[config.mk]
export PLATFORM = sky130hd
export DESIGN_NAME = conv_frame_loader
export DESIGN_NICKNAME = d
export VERILOG_FILES = /design/src/rtl/conv_frame_loader_pkg.sv /design/src/rtl/conv_frame_loader.sv
export SDC_FILE = /design/constraint.sdc
export NUM_CORES = 1
export LEC_CHECK = 0
export CORE_MARGIN = 5
export CORE_UTILIZATION = 52
export CTS_CLUSTER_DIAMETER = 120
export DETAILED_ROUTE_END_ITERATION = 10
export PLACE_DENSITY = 0.85
export SYNTH_ARGS = -nofsm -noshare
export SYNTH_HDL_FRONTEND = slang
export SYNTH_SLANG_ARGS = --single-unit
[constraint.sdc]
create_clock -name clk -period 6.1 [get_ports clk]
set_clock_uncertainty 0.05 [all_clocks]
set_input_delay 0.61 -clock clk [delete_from_list [all_inputs] [get_ports clk]]
set_output_delay 0.61 -clock clk [all_outputs]
set_load 0.03 [all_outputs]
[src/rtl/conv_frame_loader_pkg.sv]
// Shared constants for the convolution frame loader: state encoding, default
// geometry and the element-counter width helper.
package conv_frame_loader_pkg;

    // Loader states; two bits keep the encoding compatible with older consumers.
    localparam logic [1:0] S_KERNEL = 2'd0;
    localparam logic [1:0] S_FRAME  = 2'd1;
    localparam logic [1:0] S_HOLD   = 2'd2;

    // Default geometry: element width, frame edge, kernel edge.
    localparam int unsigned DEF_B = 8;
    localparam int unsigned DEF_A = 5;
    localparam int unsigned DEF_C = 3;

    // Counter must index every frame element; the kernel is never larger.
    function automatic int unsigned cnt_width(input int unsigned edge_len);
        return $clog2(edge_len * edge_len + 1);
    endfunction

    // Element totals for the default geometry.
    localparam int unsigned DEF_MAT_ELEMS = DEF_A * DEF_A;
    localparam int unsigned DEF_KER_ELEMS = DEF_C * DEF_C;
    localparam int unsigned DEF_CNT_W     = cnt_width(DEF_A);

endpackage

[src/rtl/conv_frame_loader.sv]
// Streams a c*c kernel followed by repeated a*a frames over valid/ready and
// packs them row-major into flat buses; a completed frame is held stable until
// the consumer acknowledges it with frame_ready. Requires c <= a.
module conv_frame_loader
    import conv_frame_loader_pkg::*;
#(
    parameter int unsigned b = DEF_B,
    parameter int unsigned a = DEF_A,
    parameter int unsigned c = DEF_C
) (
    input  logic             clk,
    input  logic             rst,
    input  logic [b-1:0]     in_data,
    input  logic             in_valid,
    output logic             in_ready,
    input  logic             kernel_reload,
    input  logic             frame_ready,
    output logic             frame_valid,
    output logic [a*a*b-1:0] matrix_out,
    output logic [c*c*b-1:0] kernel_out,
    output logic [15:0]      frame_count
);

    localparam int unsigned MAT_N = a * a;
    localparam int unsigned KER_N = c * c;
    localparam int unsigned CW    = cnt_width(a);

    localparam logic [CW-1:0] MAT_LAST = CW'(MAT_N - 1);
    localparam logic [CW-1:0] KER_LAST = CW'(KER_N - 1);

    logic [1:0]         state_q, state_d;
    logic [CW-1:0]      cnt_q, cnt_d;
    logic               pend_q, pend_d;
    logic [a*a*b-1:0]   matrix_q, matrix_d;
    logic [c*c*b-1:0]   kernel_q, kernel_d;
    logic [15:0]        count_q, count_d;

    logic               beat;
    logic [1:0]         eff_state;

    // Handshake and output view of the held registers.
    always_comb begin
        in_ready    = (state_q != S_HOLD);
        frame_valid = (state_q == S_HOLD);
        matrix_out  = matrix_q;
        kernel_out  = kernel_q;
        frame_count = count_q;
    end

    // Next-state: reload redirection, element writes, frame hand-off.
    always_comb begin
        state_d  = state_q;
        cnt_d    = cnt_q;
        pend_d   = pend_q;
        matrix_d = matrix_q;
        kernel_d = kernel_q;
        count_d  = count_q;
        beat     = in_valid && in_ready;

        // A reload at a frame boundary switches straight to kernel loading, so a
        // beat on the same edge already counts as kernel element 0; mid-frame it
        // is deferred until the frame has been handed off.
        eff_state = state_q;
        if (state_q == S_FRAME && kernel_reload) begin
            if (cnt_q == '0) begin
                eff_state = S_KERNEL;
            end else begin
                pend_d = 1'b1;
            end
        end
        state_d = eff_state;

        unique case (eff_state)
            S_KERNEL: begin
                if (beat) begin
                    for (int unsigned i = 0; i < KER_N; i++) begin
                        if (cnt_q == CW'(i)) begin
                            kernel_d[i*b +: b] = in_data;
                        end
                    end
                    if (cnt_q == KER_LAST) begin
                        cnt_d   = '0;
                        state_d = S_FRAME;
                    end else begin
                        cnt_d = cnt_q + CW'(1);
                    end
                end
            end

            S_FRAME: begin
                // Writes land directly in the output bus; only meaningful once
                // frame_valid rises.
                if (beat) begin
                    for (int unsigned i = 0; i < MAT_N; i++) begin
                        if (cnt_q == CW'(i)) begin
                            matrix_d[i*b +: b] = in_data;
                        end
                    end
                    if (cnt_q == MAT_LAST) begin
                        cnt_d   = '0;
                        state_d = S_HOLD;
                    end else begin
                        cnt_d = cnt_q + CW'(1);
                    end
                end
            end

            S_HOLD: begin
                if (frame_ready) begin
                    count_d = count_q + 16'd1;
                    if (pend_q || kernel_reload) begin
                        state_d = S_KERNEL;
                        pend_d  = 1'b0;
                    end else begin
                        state_d = S_FRAME;
                    end
                end else if (kernel_reload) begin
                    pend_d = 1'b1;
                end
            end

            default: begin
                state_d = S_KERNEL;
                cnt_d   = '0;
            end
        endcase
    end

    // State registers; synchronous reset overrides any load in progress.
    always_ff @(posedge clk) begin
        if (rst) begin
            state_q  <= S_KERNEL;
            cnt_q    <= '0;
            pend_q   <= 1'b0;
            matrix_q <= '0;
            kernel_q <= '0;
            count_q  <= '0;
        end else begin
            state_q  <= state_d;
            cnt_q    <= cnt_d;
            pend_q   <= pend_d;
            matrix_q <= matrix_d;
            kernel_q <= kernel_d;
            count_q  <= count_d;
        end
    end

endmodule

## After elaboration in Yosys (flattened, before gate mapping)

Cells that the tools add are included.

| operators by class | value |
|---|---|
| add/subtract/negate cells | 2 |
| equal/unequal tests | 31 |
| multiplexer cells | 20 |
| bitwise logic cells | 1 |
| reductions and logical operators | 41 |

Operators with widths:

| kind | number |
|---|---|
| 3-bit AND reduction | 35 |
| 5-bit equality test (second input constant) | 9 |
| 5-bit by 4-bit equality test with 1-bit output (second input constant) | 8 |
| 5-bit by 3-bit equality test with 1-bit output (second input constant) | 4 |
| 5-bit 2-to-1 mux | 4 |
| 16-bit by 1-bit adder with 16-bit output (second input constant) | 1 |
| 5-bit case mux with 3 select lines | 1 |
| 2-bit 2-to-1 mux | 7 |
| 5-bit by 2-bit equality test with 1-bit output (second input constant) | 2 |
| 1-bit 2-to-1 mux | 7 |
| 2-bit inequality test (second input constant) | 3 |
| 2-bit case mux with 3 select lines | 1 |
| 5-bit by 1-bit adder with 5-bit output (second input constant) | 1 |
| 5-bit by 1-bit equality test with 1-bit output (second input constant) | 1 |
| 5-bit zero test | 1 |
| 2-bit by 1-bit equality test with 1-bit output (second input constant) | 2 |
| 2-bit equality test (second input constant) | 2 |
| 1-bit logical AND | 2 |
| 2-bit zero test | 1 |
| 2-bit AND reduction | 1 |
| 1-bit logical OR | 1 |
| 1-bit inverter | 1 |

| word-level totals | value |
|---|---|
| bits in registers | 296 |
| bits of input ports | 13 |
| output and inout port bits | 290 |
| logic and storage cells | 133 |

## Longest topological paths before layout

Gate-level depths: netlist of run 1.

| depth | value |
|---|---|
| depth in word-level cells | 6 |
| mapped depth | 8 |
| depth with buffers taken out | 7 |

## Least setup slack after synthesis of run 1

Ideal clock, no wire load.

| timing | value |
|---|---|
| kind | input port to flip-flop |
| from | input port in_valid |
| to | register kernel_q[10], in the netlist kernel_out[10] |
| arrival | 1.889 ns |
| path slack | 4.034 ns |
| cell stages on the path | 7 |
| buffers on the path | 3 |
| cell sequence | buf_2 nor2b_1 clkbuf_1 buf_2 nand4_2 mux2i_1 nor2_1 |

| on the way | value |
|---|---|
| word-level cells in the longest chain between the ends | 2 |

Ends and longest elaborated chain:

| element | line | source |
|---|---|---|
| start: declaration | conv_frame_loader.sv:14 | `input logic in_valid,` |
| 1-bit logical AND | conv_frame_loader.sv:58 | `beat = in_valid && in_ready;` |
| 3-bit AND reduction (no source line) | n/a |  |
| end signal: assignment | conv_frame_loader.sv:143 | `kernel_q <= kernel_d;` |
| end: declaration | conv_frame_loader.sv:35 | `logic [c*c*b-1:0] kernel_q, kernel_d;` |

Every way passes these cells.
A chain may end at the register's enable or synchronous reset.

## Final worst setup path of run 1

| timing | value |
|---|---|
| from | register state_q[0] |
| to | output port in_ready |

| on the way | value |
|---|---|
| word-level cells in the longest chain between the ends | 1 |

Ends and longest elaborated chain:

| element | line | source |
|---|---|---|
| start: declaration | conv_frame_loader.sv:31 | `logic [1:0] state_q, state_d;` |
| start signal: assignment | conv_frame_loader.sv:139 | `state_q <= state_d;` |
| 2-bit inequality test | conv_frame_loader.sv:43 | `in_ready = (state_q != S_HOLD);` |
| end: declaration | conv_frame_loader.sv:15 | `output logic in_ready,` |

Every way passes these cells.

==> results.md, run 1 <==
* Post-synth cell types at 51
* ANT nets after route at 0
* Most frequent cells in the layout: 296 x dfxtp_1, 293 x clkdlybuf4s50_1, 274 x nor2_1
* Setup TNS Final at 0 ns
* Row count at 53
* CTS Sinks at approximately 300
* Ys flop type: dfxtp_1
* Syn Inst Count at ~1100
* Post-Syn Nets at 1138
* P_int at slightly above 3 mW
* Wire length per cell at 20.27 um
* Worst setup SP type: flop
* Sequential power share at 49.9%
* Postcts setup bufs at 0
* Logic pwr share at 4.1%
* TritonRoute pass-1 iters at 5
* Max cap viols at 0
* Final Cycle Share at 55.70%
* Clock-pin slew on the worst setup and hold paths at roughly 0.06 ns
* Clk Tree Root Cell: clkbuf_16
* CORE AREA at 21220 um^2
* Gr ovfl total at 0
* Commonest non-fill, non-tap cell in the layout: dfxtp_1
* Fmax at 294.3 MHz
* CTS tree: built
* Initial Util at 53.14%
* HP Class: flop to flop
* Crit-path max FO at 18
* # fillers at 1571
* DR iter-0 viols at 459
* Outcome: finished, final reports clean
* Synth top area share at 52.55%
* Critical Path RT at 5.44 ns
* Worst hold slack at 0.4071 ns
* DR DRC count at 0
* Vias in the first global route at 8968
* Placed cell area at about 14000 um^2
* First-pass GRT wire length at 51.87 mm
* Largest net degree at the start of global routing at between 100 and 150
* Max VDD drop at 0.0002321 V
* Net Switching at 869.4 uW
* Critical Path Sink Type: output port
* Layout area overhead at 35.24%
* Number of I/O port buffers at roughly 300
* WL final at about 34 mm
* Syn avg cell area at approximately 10 um^2
* EDFF count, synth at 0
* Worst Path Arrival at 2.74 ns
* Number of H-tree levels at 1
* CTS resizes at 0
* Final nets at between 1000 and 1500
* Routability cong. at 0.8318
* Vias/cell at around 5.4
* Slew Viols, Final at 0
* Mapped Area at 11280 um^2
* Final setup vio count at 0
* Synth Warn # at 0
* CP Class: flop to output port
* Switch share at 22.25%
* HPWL Detailed at between 20 and 25 mm
* Hold Violations, Final at 0
* Final Critical Period at 3.398 ns
* Pwr Total at just under 4 mW
* Io pins at a little over 300
* Post-Layout Cell Count at 1664
* Final setup margin at 2.702 ns
* Later-pin clock latency in the skew report at approximately 0.54 ns
* Placed cell count at between 1500 and 2000
* Synth area leader: dfxtp_1
* Core Util, Final at 71.87%
* Slew @ Worst Pin at 1.216 ns
* Synth area leaders: dfxtp_1 53%, mux2i_1 23%, nor2_1 9.1%
* P_leak at 6.682 nW
* Final Cell Area at 15250 um^2
* DIE HEIGHT at between 150 and 200 um
* Async SR Flop Fraction at 0%
* Clock power share at 46.0%
* Tot GR Track Use at 26.50%
* Worst slack at placement at 2.429 ns
* Die W at 157.3 um
* Vias at 8963
* # hold bufs at CTS at 0
* RSZ-0062 raised after global routing: no
* Number of buffers created by CTS at 30
* Layout cells sized above 1 at 6.196%
* Die Area at approximately 25000 um^2
* Power per cell area at approximately 260 nW/um^2
* Initial antenna violation count at 0
* Max Root-Sink Buffers at 3
* Relative slew slack at 18.79%
* Seq/Total Area, Yosys at 52.55%
* Register bit count reported by yosys at 296
[synthesized netlist by cell type, types with 2 or more instances]
library cell and instances:
dfxtp_1 296, nor2_1 274, mux2i_1 257, clkbuf_1 73, nand2_1 35, nand3_1 24
a21oi_1 22, buf_2 15, inv_1 13, xnor2_1 11, nand4_2 10, nand4_1 7
nor3_1 7, o21ai_0 7, and3_1 6, ha_1 6, nand2b_1 5, nor4bb_1 4
and3b_1 3, nor4_1 3, nor4_4 3, xor2_1 3, a211oi_1 2, a21o_1 2
a31o_2 2, and4bb_2 2, buf_1 2, nor2b_1 2
[power by group through the flow]
stage | Combinational, mW | Clock [mW] | Sequential (mW)
6_report | 0.162 | 1.80 | 1.95
5_1_grt | 0.173 | 1.92 | 1.95
4_1_cts | 0.162 | 1.83 | 1.95
3_5_place_dp | 0.162 | 0 | 1.99
3_3_place_gp | 0.161 | 0 | 1.99
2_1_floorplan | 0.0918 | 0 | 2.01
[state kept, by name (all words and copies together) (netlist names)]
| name | flops |
|---|---|
| cnt_q | 5 |
| state_q | 2 |
| kernel_out | 72 |
| matrix_out | 200 |
| frame_count | 16 |
| pend_q | 1 |
[worst paths after layout]
kind                                      from         endpoint  slack (ns)  cells after the start
worst min register to register  matrix_out[37]   matrix_out[37]        0.41                      2
worst max register to register        cnt_q[4]  matrix_out[110]        3.09                      4
worst max-delay path                state_q[0]         in_ready        2.70                      2
worst min-delay path            matrix_out[37]   matrix_out[37]        0.41                      2
[routing by layer]
metal | routed length (um) | share of wire (%) | global-route usage, % | up-vias
li1 | - | - | - | 4237
met1 | 13300 | 39 | 32.51 | 4315
met2 | 16140 | 48 | 44.70 | 349
met3 | 3207 | 9.5 | 8.633 | 62
met4 | 1084 | 3.2 | 7.825 | 0
met5 | 0 | 0 | 0 | -
[worst max-delay path, cell delays in order (launching register included)]
cell and delay, ns:
dfxtp_1 0.73, nand2b_1 0.63, clkdlybuf4s50_1 0.84
[cell type report]
type | instances | area [um^2] | share of cell area (%)
Clock buffer | 50 | 947.2 | 6.211
Antenna cell | 1 | 2.502 | 0.01641
Multi-Input combinational cell | 718 | 4933 | 32.35
Sequential cell | 296 | 5926 | 38.85
Clock inverter | 6 | 40.04 | 0.2625
Tap cell | 275 | 344.1 | 2.256
Timing Repair Buffer | 305 | 3009 | 19.73
Inverter | 13 | 48.80 | 0.3200
[logic make-up (layout without fill, tap and decap cells)]
logic type	count (synthesis)	count (layout)	synth area share (%)
XOR/XNOR	14	14	1.087
flip-flops	296	296	52.55
adder cells (fa/ha/maj)	6	6	0.6657
AND/OR/NAND/NOR	401	401	16.95
other	0	1	0
buffers and inverters	105	374	3.706
multiplexers	257	257	22.81
AO/OA/AOI/OAI	40	40	2.230
No activity file was read; power rests on OpenSTA's default activity.
==> inputs of run 2 (changes only) <==
Settings changed: CORE_UTILIZATION 52 to 48, PLACE_DENSITY 0.85 to 0.79.
Clock period 6.1 ns to 3.4 ns, I/O delays scaled along.
==> results.md, run 2 (same netlist as run 1, synthesis figures left out) <==
* Initial Util at 48.33%
* HP Class: primary input to flop
* Tot GR Track Use at 24.63%
* Die Area at 26660 um^2
* Slew Viols, Final at 0
* Layout cells sized above 1 at 6.953%
* DR DRC count at 0
* Worst R2R Path Depth at 6
* CP Class: flop to output port
* Worst setup SP type: flop
* Top layer in use: met4
* Hold endpoint: frame_count[6]
* Number of buffers created by CTS at 31
* DIE HEIGHT at about 160 um
* Vias at 8945
* Layout area overhead at 36.70%
* Critical Path RT at 3.01 ns
* Max VDD drop at 0.0003642 V
* Setup TNS Final at 0 ns
* Outcome: finished, final reports clean
* CORE AREA at 23330 um^2
* Row count at 56
* # fillers at roughly 1900
* Crit-path cells: nand2b_1 -> inv_1 -> clkdlybuf4s50_1
* WL final at 34.12 mm
* Number of I/O port buffers at between 300 and 400
* Critical R2R Launch: cnt_q[0]
* Final Critical Period at slightly above 3 ns
* CTS Sinks at 296
* Reg2Reg Setup Slack at 0.93 ns
* Io pins at 303
* Met2 wire len at ~16 mm
* Die W at 163.3 um
* Max cap viols at 0
* Core Util, Final at 66.07%
* Worst Path Arrival at ~2.7 ns
* HPWL Detailed at 21.98 mm
* CP max-delay cell: clkdlybuf4s50_1
* Number of H-tree levels at 1
* Met3 WL at 2.924 mm
* Fmax at between 300 and 400 MHz
* TritonRoute pass-1 iters at 6
* Wire length per cell at about 20 um
* Critical Path Sink Type: output port
* Slowest cell delay on critical path at between 0.7 and 0.8 ns
* ANT nets after route at 0
* DR iter-0 viols at 733
* Vias/cell at about 5.2
* # hold bufs at CTS at 0
* Pwr Total at just over 7 mW
* Final setup vio count at 0
* R2r endpoint: kernel_out[3]
* Clock-pin slew on the worst setup and hold paths at 0.07 ns
* Power per cell area at ~460 nW/um^2
* Postcts setup bufs at 0
* Gr ovfl total at 0
* Final Cycle Share at 89.38%
* Hold Violations, Final at 0
* Most frequent cells in the layout: 296 x dfxtp_1, 293 x clkdlybuf4s50_1, 274 x nor2_1
* Crit-path max FO at 17
* P_leak at 6.759 nW
* N_diodes at 0
* Relative slew slack at 30.59%
* Largest net degree at the start of global routing at between 100 and 150
* Later-pin clock latency in the skew report at approximately 0.55 ns
* Final nets at 1392
* CTS resizes at 0
* Worst hold path startpoint: rst
* Delay-heaviest family, CP: buffers and inverters
* CTS tree: built
* Hold path depth at 2
* RSZ-0062 raised after global routing: no
* Slew @ Worst Pin at 1.041 ns
* Worst hold slack at 0.3980 ns
* Clk Tree Root Cell: clkbuf_16
* Initial antenna violation count at 0
* First-pass GRT wire length at 51.80 mm
* Routability cong. at 0.8405
* Vias in the first global route at 8846
* Crit path buf inv count at 2
* Commonest non-fill, non-tap cell in the layout: dfxtp_1
* DRT met1 WL at around 14 mm
* Max Root-Sink Buffers at 3
* Largest register FFs at 200
[run 2: stage by stage]
stage	cells	setup WS [ns]	instance area, um^2
floorplan	1119	1.392	11280
global placement	1659	0.8925	14390
detailed placement	1659	0.8233	14390
CTS	1714	0.3701	15420
global route	1714	0.1949	15420
finish	1714	0.3610	15420
[run 2: worst max path at each step]
stage	from	to	slack (ns)	cells after the start
after floorplan	cnt_q[0]	matrix_out[120]	1.39	8
after global placement	in_valid	matrix_out[107]	0.89	6
after detailed placement	in_valid	matrix_out[24]	0.82	6
after CTS	state_q[1]	frame_valid	0.37	3
after global routing	state_q[1]	frame_valid	0.19	3
final	state_q[1]	frame_valid	0.36	3
[run 2: layout make-up]
| type | count | area [um^2] | share of cell area [%] |
|---|---|---|---|
| timing repair buffer | 313 | 3082 | 19.99 |
| clock buffer | 46 | 932.1 | 6.047 |
| multi-input combinational | 718 | 4933 | 32.00 |
| inverter | 13 | 48.80 | 0.3165 |
| clock inverter | 9 | 95.09 | 0.6168 |
| sequential | 296 | 5926 | 38.44 |
| tap | 319 | 399.1 | 2.589 |
[run 2: metal layers]
| metal | vias to the layer above | track usage, % |
|---|---|---|
| li1 | 4242 | - |
| met1 | 4320 | 31.71 |
| met2 | 326 | 40.28 |
| met3 | 57 | 7.620 |
| met4 | 0 | 6.748 |
| met5 | - | 0 |
[run 2: where the power goes]
| group | leakage, nW | internal, mW | switching, mW |
|---|---|---|---|
| Combinational | 3.86 | 0.0772 | 0.223 |
| Sequential | 2.39 | 3.48 | 0.0104 |
| Clock | 0.515 | 2.03 | 1.34 |
